## src/rtl/sl_tx_fifo.sv

```systemverilog
// SL line transmitter: queued words serialised MSB first with a parity bit
// onto the two-wire active-low sl0/sl1 bus.
module sl_tx_fifo #(
    parameter int DATA_W       = 32,
    parameter int FIFO_DEPTH   = 4,
    parameter int PULSE_CYC    = 4,
    parameter int GAP_CYC      = 4,
    parameter int WORD_GAP_CYC = 16,
    parameter int PARITY_ODD   = 1
) (
    input  logic                          clk,
    input  logic                          reset,
    input  logic                          in_valid,
    output logic                          in_ready,
    input  logic [DATA_W-1:0]             in_data,
    input  logic [1:0]                    in_mode,
    input  logic                          abort,
    output logic                          sl0,
    output logic                          sl1,
    output logic                          busy,
    output logic [$clog2(FIFO_DEPTH):0]   fifo_level
);

    localparam int AW   = $clog2(FIFO_DEPTH);
    localparam int LW   = AW + 1;
    localparam int CMAX = (PULSE_CYC > GAP_CYC)
        ? ((PULSE_CYC > WORD_GAP_CYC) ? PULSE_CYC : WORD_GAP_CYC)
        : ((GAP_CYC > WORD_GAP_CYC) ? GAP_CYC : WORD_GAP_CYC);
    localparam int CW   = $clog2(CMAX + 1);

    localparam logic [CW-1:0] P_END = CW'(PULSE_CYC - 1);
    localparam logic [CW-1:0] G_END = CW'(GAP_CYC - 1);
    localparam logic [CW-1:0] W_END =
        CW'((WORD_GAP_CYC > 0) ? WORD_GAP_CYC - 1 : 0);
    localparam logic PAR_INIT = (PARITY_ODD != 0);

    localparam logic [2:0] S_IDLE  = 3'd0;
    localparam logic [2:0] S_LOAD  = 3'd1;
    localparam logic [2:0] S_PULSE = 3'd2;
    localparam logic [2:0] S_GAP   = 3'd3;
    localparam logic [2:0] S_WGAP  = 3'd4;

    logic [DATA_W-1:0] mem_data_q [FIFO_DEPTH];
    logic [1:0]        mem_mode_q [FIFO_DEPTH];

    logic [AW-1:0]   wr_ptr_q, wr_ptr_d, rd_ptr_q, rd_ptr_d;
    logic [LW-1:0]   level_q, level_d;
    logic [2:0]      state_q, state_d;
    logic [DATA_W:0] bits_q, bits_d;
    logic [5:0]      idx_q, idx_d;
    logic [CW-1:0]   cnt_q, cnt_d;
    logic            sl0_q, sl0_d, sl1_q, sl1_d, busy_q, busy_d;

    logic            flush, full, push, pop;
    logic [5:0]      len_raw, head_len;
    logic [DATA_W-1:0] head_data, head_mask;
    logic [DATA_W:0] head_bits;

    assign flush    = abort | reset;
    assign full     = (level_q == LW'(FIFO_DEPTH));
    assign in_ready = !full && !flush;
    assign push     = in_valid && in_ready;

    // Word length from the stored mode, clamped; unused high bits masked off.
    always_comb begin
        head_data = mem_data_q[rd_ptr_q];
        len_raw   = {1'b0, mem_mode_q[rd_ptr_q], 3'b000} + 6'd8;
        head_len  = (len_raw > 6'(DATA_W)) ? 6'(DATA_W) : len_raw;
        head_mask = '0;
        for (int i = 0; i < DATA_W; i++) begin
            head_mask[i] = head_data[i] & (6'(i) < head_len);
        end
        head_bits = {head_mask, (^head_mask) ^ PAR_INIT};
    end

    always_comb begin
        state_d = state_q;
        bits_d  = bits_q;
        idx_d   = idx_q;
        cnt_d   = cnt_q;
        pop     = 1'b0;
        unique case (state_q)
            S_IDLE: begin
                if (level_q != '0) state_d = S_LOAD;
            end
            S_LOAD: begin
                pop     = 1'b1;
                bits_d  = head_bits;
                idx_d   = head_len;
                cnt_d   = '0;
                state_d = S_PULSE;
            end
            S_PULSE: begin
                if (cnt_q == P_END) begin
                    cnt_d   = '0;
                    state_d = S_GAP;
                end else begin
                    cnt_d = cnt_q + CW'(1);
                end
            end
            S_GAP: begin
                if (cnt_q == G_END) begin
                    cnt_d = '0;
                    if (idx_q != '0) begin
                        idx_d   = idx_q - 6'd1;
                        state_d = S_PULSE;
                    end else if (WORD_GAP_CYC == 0) begin
                        state_d = S_IDLE;
                    end else begin
                        state_d = S_WGAP;
                    end
                end else begin
                    cnt_d = cnt_q + CW'(1);
                end
            end
            S_WGAP: begin
                if (cnt_q == W_END) begin
                    cnt_d   = '0;
                    state_d = (level_q != '0) ? S_LOAD : S_IDLE;
                end else begin
                    cnt_d = cnt_q + CW'(1);
                end
            end
            default: state_d = S_IDLE;
        endcase
        if (flush) begin
            state_d = S_IDLE;
            cnt_d   = '0;
            pop     = 1'b0;
        end
    end

    always_comb begin
        wr_ptr_d = wr_ptr_q + AW'(push);
        rd_ptr_d = rd_ptr_q + AW'(pop);
        level_d  = level_q + LW'(push) - LW'(pop);
        if (flush) begin
            wr_ptr_d = '0;
            rd_ptr_d = '0;
            level_d  = '0;
        end
        // Outputs are registered, so they follow the next state.
        sl0_d  = !((state_d == S_PULSE) && !bits_d[idx_d]);
        sl1_d  = !((state_d == S_PULSE) && bits_d[idx_d]);
        busy_d = (state_d != S_IDLE) || (level_d != '0);
    end

    always_ff @(posedge clk) begin
        if (push) begin
            mem_data_q[wr_ptr_q] <= in_data;
            mem_mode_q[wr_ptr_q] <= in_mode;
        end
    end

    always_ff @(posedge clk) begin
        if (reset) begin
            wr_ptr_q <= '0;
            rd_ptr_q <= '0;
            level_q  <= '0;
            state_q  <= S_IDLE;
            bits_q   <= '0;
            idx_q    <= '0;
            cnt_q    <= '0;
            sl0_q    <= 1'b1;
            sl1_q    <= 1'b1;
            busy_q   <= 1'b0;
        end else begin
            wr_ptr_q <= wr_ptr_d;
            rd_ptr_q <= rd_ptr_d;
            level_q  <= level_d;
            state_q  <= state_d;
            bits_q   <= bits_d;
            idx_q    <= idx_d;
            cnt_q    <= cnt_d;
            sl0_q    <= sl0_d;
            sl1_q    <= sl1_d;
            busy_q   <= busy_d;
        end
    end

    assign sl0        = sl0_q;
    assign sl1        = sl1_q;
    assign busy       = busy_q;
    assign fifo_level = level_q;

endmodule

```

## config.mk

```make
export PLATFORM = sky130hd
export DESIGN_NAME = sl_tx_fifo
export DESIGN_NICKNAME = d
export VERILOG_FILES = /design/src/rtl/sl_tx_fifo.sv
export SDC_FILE = /design/constraint.sdc
export NUM_CORES = 1
export LEC_CHECK = 0
export CORE_MARGIN = 2
export CORE_UTILIZATION = 60
export DETAILED_ROUTE_END_ITERATION = 16
export GPL_ROUTABILITY_DRIVEN = 1
export PLACE_DENSITY = 0.78
export SYNTH_ARGS = -nofsm -noshare
export SYNTH_HDL_FRONTEND = slang
export SYNTH_SLANG_ARGS = --single-unit
```

## constraint.sdc

```tcl
create_clock -name clk -period 5.6 [get_ports clk]
set_input_delay 0.56 -clock clk [delete_from_list [all_inputs] [get_ports clk]]
set_output_delay 0.56 -clock clk [all_outputs]
set_load 0.03 [all_outputs]
```

# Word level (Yosys, flattened, before mapping)

Memory sizes are Yosys's and may differ from the RTL's. A register that Yosys moved wholly into a read port is not among the register bits.
Cells that the tools add are included.

Muxes and demuxes: 25
$mul: 0
Shift-type cells: 0
Divide/modulo/power cells: 0
Add/subtract/negate cells: 7
Bitwise gates (word level): 34
Reduce and logical (&&, ||, !) cells: 19
Eq/ne operators: 8
$lt $le $gt $ge: 34

Operator list:

| cell                | number |
|---|---|
| $lt 5x6->1 const A  | 16 |
| $lt 4x6->1 const A  | 8 |
| $mux 33             | 1 |
| $and 1x1->1         | 32 |
| $reduce_xor 32->1   | 1 |
| $lt 3x6->1 const A  | 4 |
| $mux 3              | 7 |
| $mux 6              | 3 |
| $pmux 3 s5          | 1 |
| $pmux 5 s3          | 1 |
| $lt 1x6->1 const A  | 2 |
| $lt 2x6->1 const A  | 2 |
| $pmux 6 s2          | 1 |
| $reduce_bool 3->1   | 4 |
| $mux 5              | 2 |
| $eq 3x2->1 const B  | 3 |
| $lt 6x7->1 const B  | 1 |
| $add 5x4->6 const B | 1 |
| $bmux 1 s6          | 1 |
| $eq 3x3->1 const B  | 2 |
| $gt 6x6->1 const B  | 1 |
| $mux 1              | 6 |
| $reduce_bool 6->1   | 1 |
| $sub 6x1->6 const B | 1 |
| other kinds (15)    | 25 |

Memories: 2
Output and inout port bits: 7
Memory bits (read-only): 0
Word-level logic and storage cells: 139
Latch bits: 0
Register bits after elaboration: 57
Memory bits (writable): 136

Memories:

| name       | words | width | read ports | clocked after Yosys merged registers in | write ports | RTL line | RTL |
|---|---|---|---|---|---|---|---|
| mem_data_q | 4     | 32    | 1          | 1                                       | 1           | 43       | `logic [DATA_W-1:0] mem_data_q [FIFO_DEPTH];` |
| mem_mode_q | 4     | 2     | 1          | 1                                       | 1           | 44       | `logic [1:0] mem_mode_q [FIFO_DEPTH];` |

# Depth between registers and ports, before layout

Word-level depth: 13
Gate-level depth with buffers: 15
Mapped depth without buffers: 12

# Least setup slack after synthesis

OpenSTA, ideal clock, no wires.

Path type: input to register
From: input port abort
To: memory mem_data_q[1][0] (enable)
Path slack: 782 ps
Data arrival time: 4344 ps
Setup time: 475 ps
Stages on the path: 5
Required time: 5125 ps
Cells stage by stage: or2_2 > clkbuf_1 > a21oi_1 > nand2_1 > nor3b_1

Word-level cells in the longest chain between the ends: 6

Ends and longest elaborated chain:

| item                         | RTL line | RTL |
|---|---|---|
| start: declaration           | 17       | `input logic abort,` |
| $or 1x1->1                   | 59       | `assign flush = abort \| reset;` |
| $logic_not 1->1              | 61       | `assign in_ready = !full && !flush;` |
| $logic_and 1x1->1            | 61       |  |
| net in_ready                 | 14       | `output logic in_ready,` |
| $logic_and 1x1->1            | 62       | `assign push = in_valid && in_ready;` |
| $mux 1                       | 149      | `if (push) begin` |
| $mux 1 (implied by the code) | 150      | `mem_data_q[wr_ptr_q] <= in_data;` |
| end: declaration             | 43       |  |

The timed path passes the listed nets, and every way through them passes these cells.

==> impl_table.tex <==
\begin{tabular}{lr}
\hline
Metric & Value \\
\hline
\multicolumn{2}{l}{\textbf{Power and ir drop}} \\
VDD IR max & 272 µV \\
Internal Power & 2260 µW \\
Reg power frac & 54.6\% \\
Share of power burned in the clock network & 40.9\% \\
Cell area power density & 300 nW/µm² \\
Net switching share of the total power & 20.2\% \\
Share of total power in combinational logic & 4.6\% \\
Static Leak & 0.00316 µW \\
Switching power of the nets & 570 µW \\
\multicolumn{2}{l}{\textbf{Synth}} \\
Number of standard cells after synthesis & 565 \\
Sequential area share after synthesis & 63.1\% \\
Synth Warn \# & 0 \\
Share of the synthesized area in the top cell type & 49.3\% \\
Count of flip-flops with a built-in enable after synthesis & 136 \\
Average footprint of a synthesized cell & 14.7 µm² \\
Mapped Nets & 615 \\
Synthesized flop and latch total & 193 \\
Cell type contributing the most total cell area after synthesis & sky130\_fd\_sc\_hd\_\_edfxtp\_1 \\
Flip-flop cell with the highest count after synthesis & sky130\_fd\_sc\_hd\_\_edfxtp\_1 \\
Unique masters post-synth & 71 \\
Synthesized area & 8280 µm² \\
Largest cells by area after synthesis & sky130\_fd\_sc\_hd\_\_edfxtp\_1 (49\%), sky130\_fd\_sc\_hd\_\_dfxtp\_1 (14\%), sky130\_fd\_sc\_hd\_\_mux4\_2 (7.6\%) \\
Async set-reset flop share out of synthesis & 0\% \\
\multicolumn{2}{l}{\textbf{Die}} \\
Overall die area & 14,800 µm² \\
Core footprint & 13,300 µm² \\
Die Y-Extent & 121 µm \\
Number of top-level pins & 45 \\
Die outline width & 121 µm \\
Number of rows in the core area & 42 \\
Initial core utilization & 62.0\% \\
\multicolumn{2}{l}{\textbf{GRT}} \\
Global-route wire length before repair & 26.8 mm \\
Met2 usage & 39.9\% \\
Met1 global-route usage & 32.9\% \\
Overflow after GRT & 0 \\
Busiest grt layer & met2 \\
Initial antenna violation count & 0 \\
Maximum number of pins on one net before global-route repair & 42 \\
Global router's overall resource usage & 24.4\% \\
Met3 Track Usage GR & 4.37\% \\
Number of global-route vias before repair & 5,049 \\
\multicolumn{2}{l}{\textbf{Timing}} \\
Fin. Hold Viols & 0 \\
Setup Viol. Count Final & 0 \\
Setup skew after layout & 6.14 ps \\
Part of the cycle the worst path needs & 75.5\% \\
Unrepaired setup endpoints after global routing & no \\
Achievable Freq & 237 MHz \\
Pins over their slew limit & 0 \\
Sum of negative setup slack & 0 ps \\
Min cycle time layout & 4230 ps \\
Transition at the pin with the smallest max-transition slack & 1190 ps \\
Max-Slew Margin vs Limit & 19.9\% \\
Worst Hold Slack & 466 ps \\
\multicolumn{2}{l}{\textbf{Flow run}} \\
Max-cap violation count & 0 \\
\multicolumn{2}{l}{\textbf{Layout}} \\
Layout cell share with drive strength beyond 1 & 14.3\% \\
Total number of nets in the final design & 660 \\
Antenna diode count & 0 \\
Post-route insts no fill & 799 \\
Area growth, synth to finish & 13.8\% \\
\multicolumn{2}{l}{\textbf{Clock tree}} \\
Clock Path Buffers & 2 \\
Quantity of gates resized following cts & 0 \\
Clock latency on the worst-skew pair & 420 ps \\
Number of buffers created by CTS & 17 \\
Total of hold buffers inserted after clock tree synthesis & 0 \\
CTS clock-pin slew for the worst setup and hold paths & 70 ps \\
Post-CTS setup-driven buffer insertion count & 0 \\
Cell at the root of the clock tree & sky130\_fd\_sc\_hd\_\_clkbuf\_16 \\
Clock sink total & 193 \\
Clock tree from TritonCTS & yes \\
H-tree depth & 4 \\
\multicolumn{2}{l}{\textbf{Drt}} \\
Via-to-Cell Ratio & 6.16 \\
Number of remaining DRC errors & 0 \\
Post-DRT Antenna Nets & 0 \\
Number of DRC violations after detailed-routing iteration 0 & 463 \\
Total number of vias & 4,922 \\
Number of search-and-repair iterations in the first detailed-routing pass & 5 \\
Total wire length after detailed routing & 16.6 mm \\
Routed wire per std cell & 20.7 µm \\
\multicolumn{2}{l}{\textbf{Critical path}} \\
Data arrival at the endpoint of the critical path & 4520 ps \\
Endpoint kind of the worst setup timing path & flop \\
Critical path startpoint category & flop \\
Required time reported for the critical path endpoint & 5890 ps \\
Register-to-register path setup slack & 1370 ps \\
Worst Path Max Fanout & 13 \\
Path type of the worst setup path & flop to flop \\
\multicolumn{2}{l}{\textbf{Placement}} \\
Dpl cells & 767 \\
Gp weighted congestion & 0.904 \\
DP HPWL & 10.7 mm \\
IO Port Bufs & 44 \\
\multicolumn{2}{l}{\textbf{Run status}} \\
Result of the run & finished clean \\
\multicolumn{2}{l}{\textbf{Min path}} \\
Type of the worst min-delay path & flop to flop \\
\hline
\end{tabular}
[metal layers]
layer	up-vias	wire length, µm
met1	2477	7200
met2	160	8220
met3	20	854
met5	-	0
met4	0	303
li1	2265	-
[critical path: stages (launching register included)]
cell and delay [ps]:
sky130_fd_sc_hd__dfxtp_1 730, sky130_fd_sc_hd__mux4_2 460, sky130_fd_sc_hd__ha_1 260, sky130_fd_sc_hd__nor4bb_1 1020, sky130_fd_sc_hd__a22oi_1 220, sky130_fd_sc_hd__mux2_1 350
sky130_fd_sc_hd__o211a_1 200, sky130_fd_sc_hd__a2111oi_0 400, sky130_fd_sc_hd__or3_1 200, sky130_fd_sc_hd__or2_2 130, sky130_fd_sc_hd__nand4_1 100
[synth_stat cells, types with 8 or more instances]
library cell / n
sky130_fd_sc_hd__a21oi_1: 17
sky130_fd_sc_hd__a22oi_1: 22
sky130_fd_sc_hd__and3_1: 10
sky130_fd_sc_hd__buf_2: 8
sky130_fd_sc_hd__clkbuf_1: 11
sky130_fd_sc_hd__dfxtp_1: 57
sky130_fd_sc_hd__edfxtp_1: 136
sky130_fd_sc_hd__ha_1: 11
sky130_fd_sc_hd__inv_1: 14
sky130_fd_sc_hd__mux2i_1: 8
sky130_fd_sc_hd__mux4_2: 28
sky130_fd_sc_hd__nand2_1: 27
sky130_fd_sc_hd__nor2_1: 57
sky130_fd_sc_hd__nor3_1: 9
sky130_fd_sc_hd__o21ai_0: 9
sky130_fd_sc_hd__xnor2_1: 29
[kinds of logic (layout without fill, tap and decap cells)]
kind of cell / count (synthesis) / count (layout) / synth area share (%)
multiplexers: 43 / 43 / 10.6
XOR/XNOR: 38 / 38 / 4.37
AO/OA/AOI/OAI: 93 / 93 / 8.34
adder cells (fa/ha/maj): 12 / 12 / 1.90
buffers and inverters: 42 / 100 / 2.77
flip-flops: 193 / 193 / 63.1
AND/OR/NAND/NOR: 144 / 144 / 8.89
[area by class of cell]
class | instances | area (µm²)
multi-input combinational | 330 | 2840
tap | 176 | 220
fill | 851 | 3930
sequential | 193 | 5230
timing repair buffer | 54 | 515
inverter | 14 | 52.6
clock buffer | 18 | 429
clock inverter | 14 | 139
[registers in the layout, indices dropped and copies added (netlist names)]
signal / flops
bits_q: 33
busy: 1
cnt_q: 5
fifo_level: 3
idx_q: 6
mem_data_q: 128
mem_mode_q: 8
rd_ptr_q: 2
sl0: 1
sl1: 1
state_q: 3
wr_ptr_q: 2
[power by group through the flow]
stage | Combinational [µW] | Sequential, µW | Clock, µW
2_1_floorplan | 70.6 | 1570 | 0
3_3_place_gp | 124 | 1570 | 0
3_5_place_dp | 128 | 1570 | 0
4_1_cts | 129 | 1540 | 1170
5_1_grt | 140 | 1540 | 1230
6_report | 129 | 1540 | 1150
[metrics by stage]
step           setup WS, ps  area [µm²]  power [µW]  util [%]
2_1_floorplan           782        8280        1640         -
3_5_place_dp           1500        8850        1700      66.3
5_1_grt                1240        9420        2910      70.6
3_3_place_gp           1700        8850        1700      66.3
4_1_cts                1490        9420        2850      70.6
6_report               1370        9420        2830      70.6
[cells in the final DEF (no fill, tap or decap), drive strengths merged, types with 3 or more instances in the layout]
master         Yosys  layout
a21oi             20      20
inv               14      16
clkinv             0       7
xor2               7       7
o2111ai            3       3
o21ai             11      11
a22o               3       3
and3              10      10
nor3               9       9
buf               17      10
clkinvlp           0       3
xnor2             30      30
nand4              5       5
mux2i              8       8
nor4b              3       3
clkdlybuf4s50      0      44
mux4              34      34
o211ai             3       3
or4b               3       3
ha                11      11
and2               6       6
nor3b              3       3
dfxtp             57      57
a22oi             22      22
nor2              57      57
a211oi             5       5
a31oi              3       3
clkbuf            11      18
o21a               3       3
nor2b              4       4
a2111oi            3       3
edfxtp           136     136
nand3              3       3
nand2             29      29
[worst paths after layout]
kind	from	endpoint	cells past startpoint
max reg2reg	rd_ptr_q[1]$_SDFF_PP0_	sl1$_SDFF_PP1_	10
min reg2reg	bits_q[3]$_SDFF_PP0_	bits_q[3]$_SDFF_PP0_	2
min	bits_q[3]$_SDFF_PP0_	bits_q[3]$_SDFF_PP0_	2
max	rd_ptr_q[1]$_SDFF_PP0_	sl1$_SDFF_PP1_	10
(Power assumes the default switching activity.)
